[config.mk]
export PLATFORM = sky130hd
export DESIGN_NAME = scan_loader_flat
export DESIGN_NICKNAME = d
export VERILOG_FILES = /design/src/rtl/scan_loader_if.sv /design/src/rtl/scan_loader.sv /design/src/flat_wrapper.sv
export SDC_FILE = /design/constraint.sdc
export NUM_CORES = 1
export LEC_CHECK = 0
export BUFFER_PORTS_ARGS = -buffer_cell sky130_fd_sc_hd__buf_2
export CORE_MARGIN = 3
export CORE_UTILIZATION = 35
export CTS_CLUSTER_DIAMETER = 30
export DETAILED_ROUTE_END_ITERATION = 8
export PLACE_DENSITY = 0.51
export SYNTH_ARGS = -nofsm -noshare
export SYNTH_HDL_FRONTEND = slang
export SYNTH_SLANG_ARGS = --single-unit
export TNS_END_PERCENT = 50
[constraint.sdc]
create_clock -name SYSCLK -period 1.9 [get_ports SYSCLK]
set_clock_uncertainty 0.15 [all_clocks]
set_input_delay 0.285 -clock SYSCLK [delete_from_list [all_inputs] [get_ports SYSCLK]]
set_output_delay 0.285 -clock SYSCLK [all_outputs]
set_load 0.01 [all_outputs]
[src/rtl/scan_loader_if.sv]
// scan_loader_if: UART byte streams, scan chain serial pins and status flags of the configuration loader
interface scan_loader_if;
  logic       RX_VALID;
  logic [7:0] RX_DATA;
  logic       TX_READY;
  logic       TX_VALID;
  logic [7:0] TX_DATA;
  logic       SHIFT_HEAD;
  logic       SHIFT_TAIL;
  logic       SHIFT_ENABLE;
  logic       BUSY;
  logic       OVERRUN;
  modport master (
    output RX_VALID, RX_DATA, TX_READY, SHIFT_TAIL,
    input  TX_VALID, TX_DATA, SHIFT_HEAD, SHIFT_ENABLE, BUSY, OVERRUN
  );
  modport slave (
    input  RX_VALID, RX_DATA, TX_READY, SHIFT_TAIL,
    output TX_VALID, TX_DATA, SHIFT_HEAD, SHIFT_ENABLE, BUSY, OVERRUN
  );
endinterface

[src/rtl/scan_loader.sv]
// scan_loader: parses UART load frames, shifts payload LSB first into the scan chain and returns captured tail bits
module scan_loader #(
  parameter int         LEN_W    = 16,
  parameter logic [7:0] CMD_LOAD = 8'h4C,
  parameter logic [7:0] CMD_PING = 8'h50,
  parameter logic [7:0] RSP_ACK  = 8'h4B,
  parameter logic [7:0] RSP_ERR  = 8'h3F
) (
  input logic SYSCLK,
  input logic SYSRST,
  scan_loader_if.slave bus
);
  typedef enum logic [2:0] {IDLE, LEN_LO, LEN_HI, WAIT_BYTE, SHIFT, SEND, GAP} state_t;
  state_t state, nxt;
  logic [LEN_W-1:0] rem;
  logic [7:0] len_lo, sh, tx_data;
  logic [2:0] idx;
  logic last, ovr, shift_done;
  logic [15:0] len_in;
  assign len_in = {bus.RX_DATA, len_lo};
  always_ff @(posedge SYSCLK)
    if (!SYSRST) state <= IDLE;
    else state <= nxt;
  // GAP keeps TX_VALID low for one cycle between the last readback byte and the ack
  always_comb begin
    nxt = state;
    shift_done = idx == 3'd7 || rem == LEN_W'(1);
    bus.TX_VALID = state == SEND;
    bus.TX_DATA = tx_data;
    bus.SHIFT_ENABLE = state == SHIFT;
    bus.SHIFT_HEAD = state == SHIFT && sh[idx];
    bus.BUSY = state != IDLE;
    bus.OVERRUN = ovr;
    case (state)
      IDLE:      if (bus.RX_VALID) nxt = bus.RX_DATA == CMD_LOAD ? LEN_LO : SEND;
      LEN_LO:    if (bus.RX_VALID) nxt = LEN_HI;
      LEN_HI:    if (bus.RX_VALID) nxt = len_in == 16'd0 ? SEND : WAIT_BYTE;
      WAIT_BYTE: if (bus.RX_VALID) nxt = SHIFT;
      SHIFT:     if (shift_done) nxt = SEND;
      SEND:      if (bus.TX_READY) nxt = last ? IDLE : rem != '0 ? WAIT_BYTE : GAP;
      GAP:       nxt = SEND;
      default:   nxt = IDLE;
    endcase
  end
  always_ff @(posedge SYSCLK) begin
    if (!SYSRST) begin
      rem <= '0;
      len_lo <= '0;
      sh <= '0;
      tx_data <= '0;
      idx <= '0;
      last <= 1'b0;
      ovr <= 1'b0;
    end else begin
      if (bus.RX_VALID && (state == SHIFT || state == SEND || state == GAP)) ovr <= 1'b1;
      case (state)
        IDLE: if (bus.RX_VALID) begin
          tx_data <= bus.RX_DATA == CMD_PING ? CMD_PING : RSP_ERR;
          last <= 1'b1;
        end
        LEN_LO: if (bus.RX_VALID) len_lo <= bus.RX_DATA;
        LEN_HI: if (bus.RX_VALID) begin
          rem <= LEN_W'(len_in);
          tx_data <= RSP_ACK;
          last <= len_in == 16'd0;
        end
        WAIT_BYTE: if (bus.RX_VALID) begin
          sh <= bus.RX_DATA;
          tx_data <= '0;
          idx <= '0;
        end
        SHIFT: begin
          tx_data[idx] <= bus.SHIFT_TAIL;
          idx <= idx + 3'd1;
          rem <= rem - LEN_W'(1);
        end
        GAP: begin
          tx_data <= RSP_ACK;
          last <= 1'b1;
        end
        default: ;
      endcase
    end
  end
endmodule

[src/flat_wrapper.sv]
// flat-port wrapper written by rule: the top's interface ports become plain ports
module scan_loader_flat 
#(
  parameter int         LEN_W    = 16,
  parameter logic [7:0] CMD_LOAD = 8'h4C,
  parameter logic [7:0] CMD_PING = 8'h50,
  parameter logic [7:0] RSP_ACK  = 8'h4B,
  parameter logic [7:0] RSP_ERR  = 8'h3F
)
  (SYSCLK, SYSRST, bus_RX_VALID, bus_RX_DATA, bus_TX_READY, bus_SHIFT_TAIL, bus_TX_VALID, bus_TX_DATA, bus_SHIFT_HEAD, bus_SHIFT_ENABLE, bus_BUSY, bus_OVERRUN);
  scan_loader_if bus_i ();
  input logic SYSCLK;
  input logic SYSRST;
  input wire logic [$bits(bus_i.RX_VALID)-1:0] bus_RX_VALID;
  input wire logic [$bits(bus_i.RX_DATA)-1:0] bus_RX_DATA;
  input wire logic [$bits(bus_i.TX_READY)-1:0] bus_TX_READY;
  input wire logic [$bits(bus_i.SHIFT_TAIL)-1:0] bus_SHIFT_TAIL;
  output wire logic [$bits(bus_i.TX_VALID)-1:0] bus_TX_VALID;
  output wire logic [$bits(bus_i.TX_DATA)-1:0] bus_TX_DATA;
  output wire logic [$bits(bus_i.SHIFT_HEAD)-1:0] bus_SHIFT_HEAD;
  output wire logic [$bits(bus_i.SHIFT_ENABLE)-1:0] bus_SHIFT_ENABLE;
  output wire logic [$bits(bus_i.BUSY)-1:0] bus_BUSY;
  output wire logic [$bits(bus_i.OVERRUN)-1:0] bus_OVERRUN;
  assign bus_i.RX_VALID = bus_RX_VALID;
  assign bus_i.RX_DATA = bus_RX_DATA;
  assign bus_i.TX_READY = bus_TX_READY;
  assign bus_i.SHIFT_TAIL = bus_SHIFT_TAIL;
  assign bus_TX_VALID = bus_i.TX_VALID;
  assign bus_TX_DATA = bus_i.TX_DATA;
  assign bus_SHIFT_HEAD = bus_i.SHIFT_HEAD;
  assign bus_SHIFT_ENABLE = bus_i.SHIFT_ENABLE;
  assign bus_BUSY = bus_i.BUSY;
  assign bus_OVERRUN = bus_i.OVERRUN;
  scan_loader #(.LEN_W(LEN_W), .CMD_LOAD(CMD_LOAD), .CMD_PING(CMD_PING), .RSP_ACK(RSP_ACK), .RSP_ERR(RSP_ERR)) u_core (.SYSCLK(SYSCLK), .SYSRST(SYSRST), .bus(bus_i));
endmodule
==> results_dict.tcl, run 1 <==
set metrics [dict create \
    hpwl_um 5540 \
    final_layout_size_suffix_gt1_share_pct 32.4 \
    place_inst 493 \
    vias 2734 \
    wl_per_cell_um 15.5 \
    worstRegToRegCells 7 \
    regToRegSetupSlack_ns -0.12 \
    irDropWorstVdd_mv 0.523 \
    hold_viol_final 0 \
    io_pins 26 \
    first_pass_iters 4 \
    period_minus_slack_ns 2.02 \
    maxCapViolations 0 \
    async_reset_ff_share_pct 0 \
    grt_usage_pct 18.3 \
    relSlewSlack_pct 71.7 \
    cp_top_family "simple AND/OR/NAND/NOR gates" \
    drc 0 \
    ys_ff_latch 48 \
    pre_cts_slack_ns -0.180 \
    yosysWarnings 0 \
    cp.required_ns 1.99 \
    grt_max_degree 38 \
    routed_wl_um 7890 \
    die_x_um 94.0 \
    worst_slack_ns -0.115 \
    place_area_mm2 0.00323 \
    start_kind "flop" \
    start_util_pct 36.8 \
    fin_area_mm2 0.00359 \
    fmax_mhz 496 \
    dieHeight_um 94.0 \
    slowest_delay_ns 0.51 \
    h-tree-depth 2 \
    synth_seq_area_share_pct 35.5 \
    end_kind "flop" \
    layout.nets 426 \
    synthCells 349 \
    worstPathArrival_ns 2.10 \
    cts_tree "built" \
    ant_nets 0 \
    crit_chain "inv_2 -> ha_4 -> nor4b_4 -> nand4_1 -> a22o_1 -> or4_4 -> o22ai_1" \
    worst-path-buf-inv 1 \
    synth_edf_count 0 \
    grt_pass1_vias 2458 \
    hp-start "bus_RX_DATA[5]" \
    syn-cell-area_mm2 0.00271 \
    critPathLaunch "u_core.rem[1]" \
    clk_latency_ns 0.31 \
    dieArea_mm2 0.00883 \
    hold_path_depth 3 \
    timing.rr.end "u_core.state[1]" \
    grt_first_pass_wirelength_um 12700 \
    layout-area-overhead-vs-synth_pct 32.7 \
    worstSetupPathType "flop to flop" \
    yosys_most_used_dff "dfxtp_1" \
    port_buffers 25 \
    min_period_over_period_pct 106 \
    status "complete, but fails checks" \
    cts_buffer_depth 2 \
    via_per_inst 5.37 \
    grt_antenna_before_repair 0 \
    worst_pin_slew_ns 0.424 \
    r2r_start "u_core.rem[1]" \
    gp_congestion 0.792 \
    synthDistinctLibCells 55 \
    cts-buffers-inserted 5 \
    rows 31 \
    crit_slowest_cell "or4_4" \
    clockRootBuffer "clkbuf_8" \
    setup_viol_count_final 5 \
    drv_slew 0 \
    syn_avg_cell_area_um2 7.76 \
    first_iter_violations 197 \
    hold_path.class "input port to flop" \
    p_leak_nw 1.44 \
    n_fill_cell 739 \
    cellPowerDensity_mw_per_mm2 1600 \
    core_area_mm2 0.00737 \
    cts_hold_buf 0 \
    holdPathEnd "u_core.sh[5]" \
    syn_nets 366 \
    overflow 0 \
    failed_checks "negative setup slack" \
    crit_fanout 3 \
    clock-sinks 48 \
    grt_setup_unrepaired "yes" \
    clkTransAtPathRegs_ns 0.10 \
    insertedDiodeCount 0 \
    fin_cells 509 \
]
power breakdown:
| part | switching [W] | leakage [nW] | internal (W) |
|---|---|---|---|
| combinational | 0.00176 | 0.985 | 0.00174 |
| sequential | 0.000239 | 0.396 | 0.00127 |
| clock | 0.000370 | 0.0541 | 0.000390 |
| total | 0.00237 | 1.44 | 0.00340 |
worst register-to-register path: stages, from the launching register on:
cell	delay, ns
dfxtp_2	0.34
inv_2	0.09
ha_4	0.12
nor4b_4	0.19
nand4_1	0.15
a22o_1	0.22
or4_4	0.51
o22ai_1	0.17
per-layer routing:
metal / global-route usage (%) / vias up / routed length (um)
li1: - / 1388 / -
met2: 25.1 / 60 / 3400
met3: 3.85 / 6 / 411
met1: 28.5 / 1280 / 4010
met4: 4.33 / 0 / 67
met5: 0 / - / 0
logic make-up (layout without fill, tap and decap cells):
group	count (synthesis)	in the layout	share of synthesized area (%)
compound gates	103	103	24.6
xor+xnor	1	1	0.323
fa+ha+maj	4	4	1.85
flops	48	48	35.5
mux	14	14	5.36
buf+inv	32	93	4.94
simple gates	147	147	27.4
synthesized netlist by cell type (3+ instances only):
cell       count  share of area (%)
a211oi_1       7                1.9
a21oi_1       36                6.7
a22oi_1        4                1.1
a2bb2oi_1      3               0.97
a31oi_1        5                1.2
and2_1         4               0.92
and3_1         3               0.69
buf_2          5               0.92
clkbuf_1      18                2.5
dfxtp_1       48                 35
ha_1           4                1.8
inv_1          6               0.83
mux2_2         4                1.7
mux2i_1       10                3.7
nand2_1       43                6.0
nand2b_1       4               0.92
nand3b_1       6                1.7
nand4_1        3               0.69
nor2_1        49                6.8
nor3_1         6                1.1
nor3b_1        3               0.83
nor4_1         9                2.1
o21a_1         4                1.1
o21ai_0       16                3.0
o221a_2        3                1.2
o22ai_1        4               0.92
o31a_1         3               0.97
or3_1          3               0.69
or4_1          3               0.83
what timing repair did:
item,in CTS,in global routing
resized for setup,25,24
pin swaps,14,13
setup endpoints to repair,12,16
buffers inserted,4,4
sequential cells by signal, indices dropped and copies added (netlist names):
name and count:
u_core.sh 8, u_core.bus.TX_DATA 8, u_core.state 3, u_core.last 1, u_core.len_lo 8, u_core.idx 3
u_core.rem 16, u_core.bus.OVERRUN 1
area by class of cell:
type                            instances  area (um^2)  area share [%]
Tap cell                               99          124            3.45
Multi-Input combinational cell        269         1780            49.5
Inverter                                7         31.3           0.870
Timing Repair Buffer                   78          573            15.9
Sequential cell                        48          976            27.1
Clock inverter                          3         42.5            1.18
Clock buffer                            5         68.8            1.91
worst max path at each step:
stage,to,slack (ns),cells after the start
CTS,bus_SHIFT_HEAD,-0.13,7
detailed placement,u_core.state[1],-0.18,7
floorplan,u_core.rem[15],0.00003,6
global placement,u_core.state[1],-0.14,7
global route,bus_SHIFT_HEAD,-0.22,7
finish,u_core.state[1],-0.12,7
placed cells by master (no fill, tap or decap), drive strengths merged, types with 2 or more instances in the layout:
cell / n
a21o: 2
a31oi: 5
nor3: 7
nor3b: 3
clkinv: 2
a2bb2oi: 3
o31a: 3
mux2i: 10
o32ai: 2
clkbuf: 5
mux2: 4
or3b: 2
o31ai: 2
o22ai: 4
and2: 4
o21ai: 17
or4: 4
nand2b: 4
nand4: 3
nor2: 49
nand3: 2
o221a: 3
a22o: 2
nand2: 43
buf: 78
nand3b: 6
o21a: 4
nor4: 11
and3: 3
a21oi: 36
inv: 6
a211oi: 7
a22oi: 4
dfxtp: 48
ha: 4
or3: 3
per-stage QoR:
stage	power [W]	setup TNS, ns	util (%)	hold WS (ns)
3_3_place_gp	0.00445	-0.404	43.9	0.298
2_1_floorplan	0.00342	0	-	0.271
4_1_cts	0.00546	-0.290	47.0	0.0950
5_1_grt	0.00622	-0.999	48.8	0.101
3_5_place_dp	0.00445	-0.595	43.9	0.297
6_report	0.00577	-0.362	48.8	0.104
No activity file was read; power rests on OpenSTA's default activity.
==> run 2: changes to the inputs <==
--- a/config.mk
+++ b/config.mk
@@ -11,6 +11,7 @@
 export CTS_CLUSTER_DIAMETER = 30
 export DETAILED_ROUTE_END_ITERATION = 8
 export PLACE_DENSITY = 0.51
+export RECOVER_POWER = 25
 export SYNTH_ARGS = -nofsm -noshare
 export SYNTH_HDL_FRONTEND = slang
 export SYNTH_SLANG_ARGS = --single-unit
==> results_dict.tcl, run 2 (synthesis results as in run 1) <==
set metrics [dict create \
    cp_top_family "simple AND/OR/NAND/NOR gates" \
    cts_hold_buf 0 \
    failed_checks "negative setup slack" \
    hold_viol_final 0 \
    clkTransAtPathRegs_ns 0.10 \
    crit_chain "inv_2 -> ha_4 -> nor4b_4 -> nand4_1 -> a22o_1 -> or4_4 -> o22ai_1" \
    first_pass_iters 4 \
    grt_first_pass_wirelength_um 12700 \
    end_kind "flop" \
    regToRegSetupSlack_ns -0.11 \
    final_common_cell "nor2_1" \
    endpoint "u_core.state[1]" \
    first_iter_violations 238 \
    relSlewSlack_pct 70.7 \
    maxCapViolations 0 \
    rows 31 \
    r2r_start "u_core.rem[1]" \
    setup_viol_count_final 5 \
    post-route-util_pct 48.6 \
    worstPathArrival_ns 2.10 \
    die_x_um 94.0 \
    setup_tns_ns -0.359 \
    grt_pass1_vias 2458 \
    fmax_mhz 497 \
    clockRootBuffer "clkbuf_8" \
    worst_slack_ns -0.113 \
    top_register "u_core.rem" \
    gp_congestion 0.792 \
    hpwl_um 5540 \
    hold_ws_ns 0.103 \
    grt_antenna_before_repair 0 \
    routed_wl_um 7970 \
    cts_buffer_depth 2 \
    core_area_mm2 0.00737 \
    h-tree-depth 2 \
    dieArea_mm2 0.00883 \
    cp_num_cells 7 \
    min_period_over_period_pct 106 \
    via_per_inst 5.39 \
    start_kind "flop" \
    grt_usage_pct 18.3 \
    crit_fanout 3 \
    worst-path-buf-inv 1 \
    grt_setup_unrepaired "yes" \
    clk_latency_ns 0.31 \
    irDropWorstVdd_mv 0.523 \
    drv_slew 0 \
    p_int_w 0.00337 \
    wl_per_cell_um 15.7 \
    p_leak_nw 1.40 \
    crit_slowest_cell "or4_4" \
    cts_tree "built" \
    grt_max_degree 38 \
    layout-area-overhead-vs-synth_pct 32.2 \
    layout.nets 426 \
    port_buffers 25 \
    timing.rr.end "u_core.state[1]" \
    power_switching_w 0.00238 \
    final_layout_size_suffix_gt1_share_pct 30.0 \
    cp.required_ns 1.99 \
    status "complete, but fails checks" \
    largest_reg_flops 16 \
    worstRegToRegCells 7 \
    overflow 0 \
    clkPwrFrac_pct 13.3 \
    slowest_delay_ns 0.51 \
    worstSetupPathType "flop to flop" \
    hold_path.class "input port to flop" \
    critPathLaunch "u_core.rem[1]" \
    cellPowerDensity_mw_per_mm2 1610 \
    seqPwrFrac_pct 26.3 \
    io_pins 26 \
    worst_pin_slew_ns 0.440 \
    drc 0 \
    vias 2745 \
    ant_nets 0 \
    cts-buffers-inserted 5 \
    start_util_pct 36.8 \
    insertedDiodeCount 0 \
    layout_common_cells "nor2_1, buf_4, nand2_1, dfxtp_1, a21oi_1" \
    clock-sinks 48 \
    pwr-share-comb_pct 60.4 \
    period_minus_slack_ns 2.01 \
    switching_share_pct 41.4 \
    dieHeight_um 94.0 \
]
run 2: worst min-delay path, stage by stage:
cell and delay, ns:
buf_2 0.13, nand2_1 0.06, a21oi_1 0.05
run 2: metal layers:
metal / global-route usage [%] / routed length, um
met5: 0 / 0
met4: 4.33 / 72
met3: 3.85 / 316
met2: 25.1 / 3450
met1: 28.5 / 4130
run 2: final cells by class:
type	instances	area [um^2]
Clock inverter	3	42.5
Sequential cell	48	976
Fill cell	746	3790
Inverter	7	31.3
Clock buffer	5	68.8
Timing Repair Buffer	78	559
Multi-Input combinational cell	269	1780
Tap cell	99	124
run 2: power by group through the flow:
stage          clock (W)  sequential [W]  combinational (W)
2_1_floorplan          0         0.00152            0.00190
3_3_place_gp           0         0.00149            0.00297
3_5_place_dp           0         0.00149            0.00296
4_1_cts         0.000787         0.00150            0.00317
5_1_grt         0.000827         0.00155            0.00382
6_report        0.000764         0.00151            0.00348
run 2: worst min-delay path by stage:
stage / from / endpoint / depth (start not counted)
after global routing: bus_RX_DATA[0] / u_core.sh[0] / 3
after floorplan: bus_RX_DATA[0] / u_core.sh[0] / 2
after detailed placement: u_core.sh[4] / u_core.sh[4] / 2
final: bus_RX_DATA[5] / u_core.sh[5] / 3
after global placement: u_core.bus.OVERRUN / u_core.bus.OVERRUN / 2
after CTS: bus_RX_DATA[5] / u_core.sh[5] / 3
run 2: through the flow:
| stage | std cells | power [W] | setup slack (ns) | area (um^2) |
|---|---|---|---|---|
| after floorplan | 349 | 0.00342 | 0.0000322 | 2730 |
| after global placement | 493 | 0.00445 | -0.138 | 3230 |
| after detailed placement | 493 | 0.00445 | -0.180 | 3230 |
| after CTS | 505 | 0.00546 | -0.131 | 3470 |
| after global routing | 509 | 0.00620 | -0.218 | 3580 |
| final | 509 | 0.00576 | -0.113 | 3580 |
run 2: what timing repair did:
action	CTS	global route
hold endpoints to repair	0	0
resized for setup	25	24
setup buffers	4	4
endpoints found under the setup margin	12	16
pin swaps	14	13
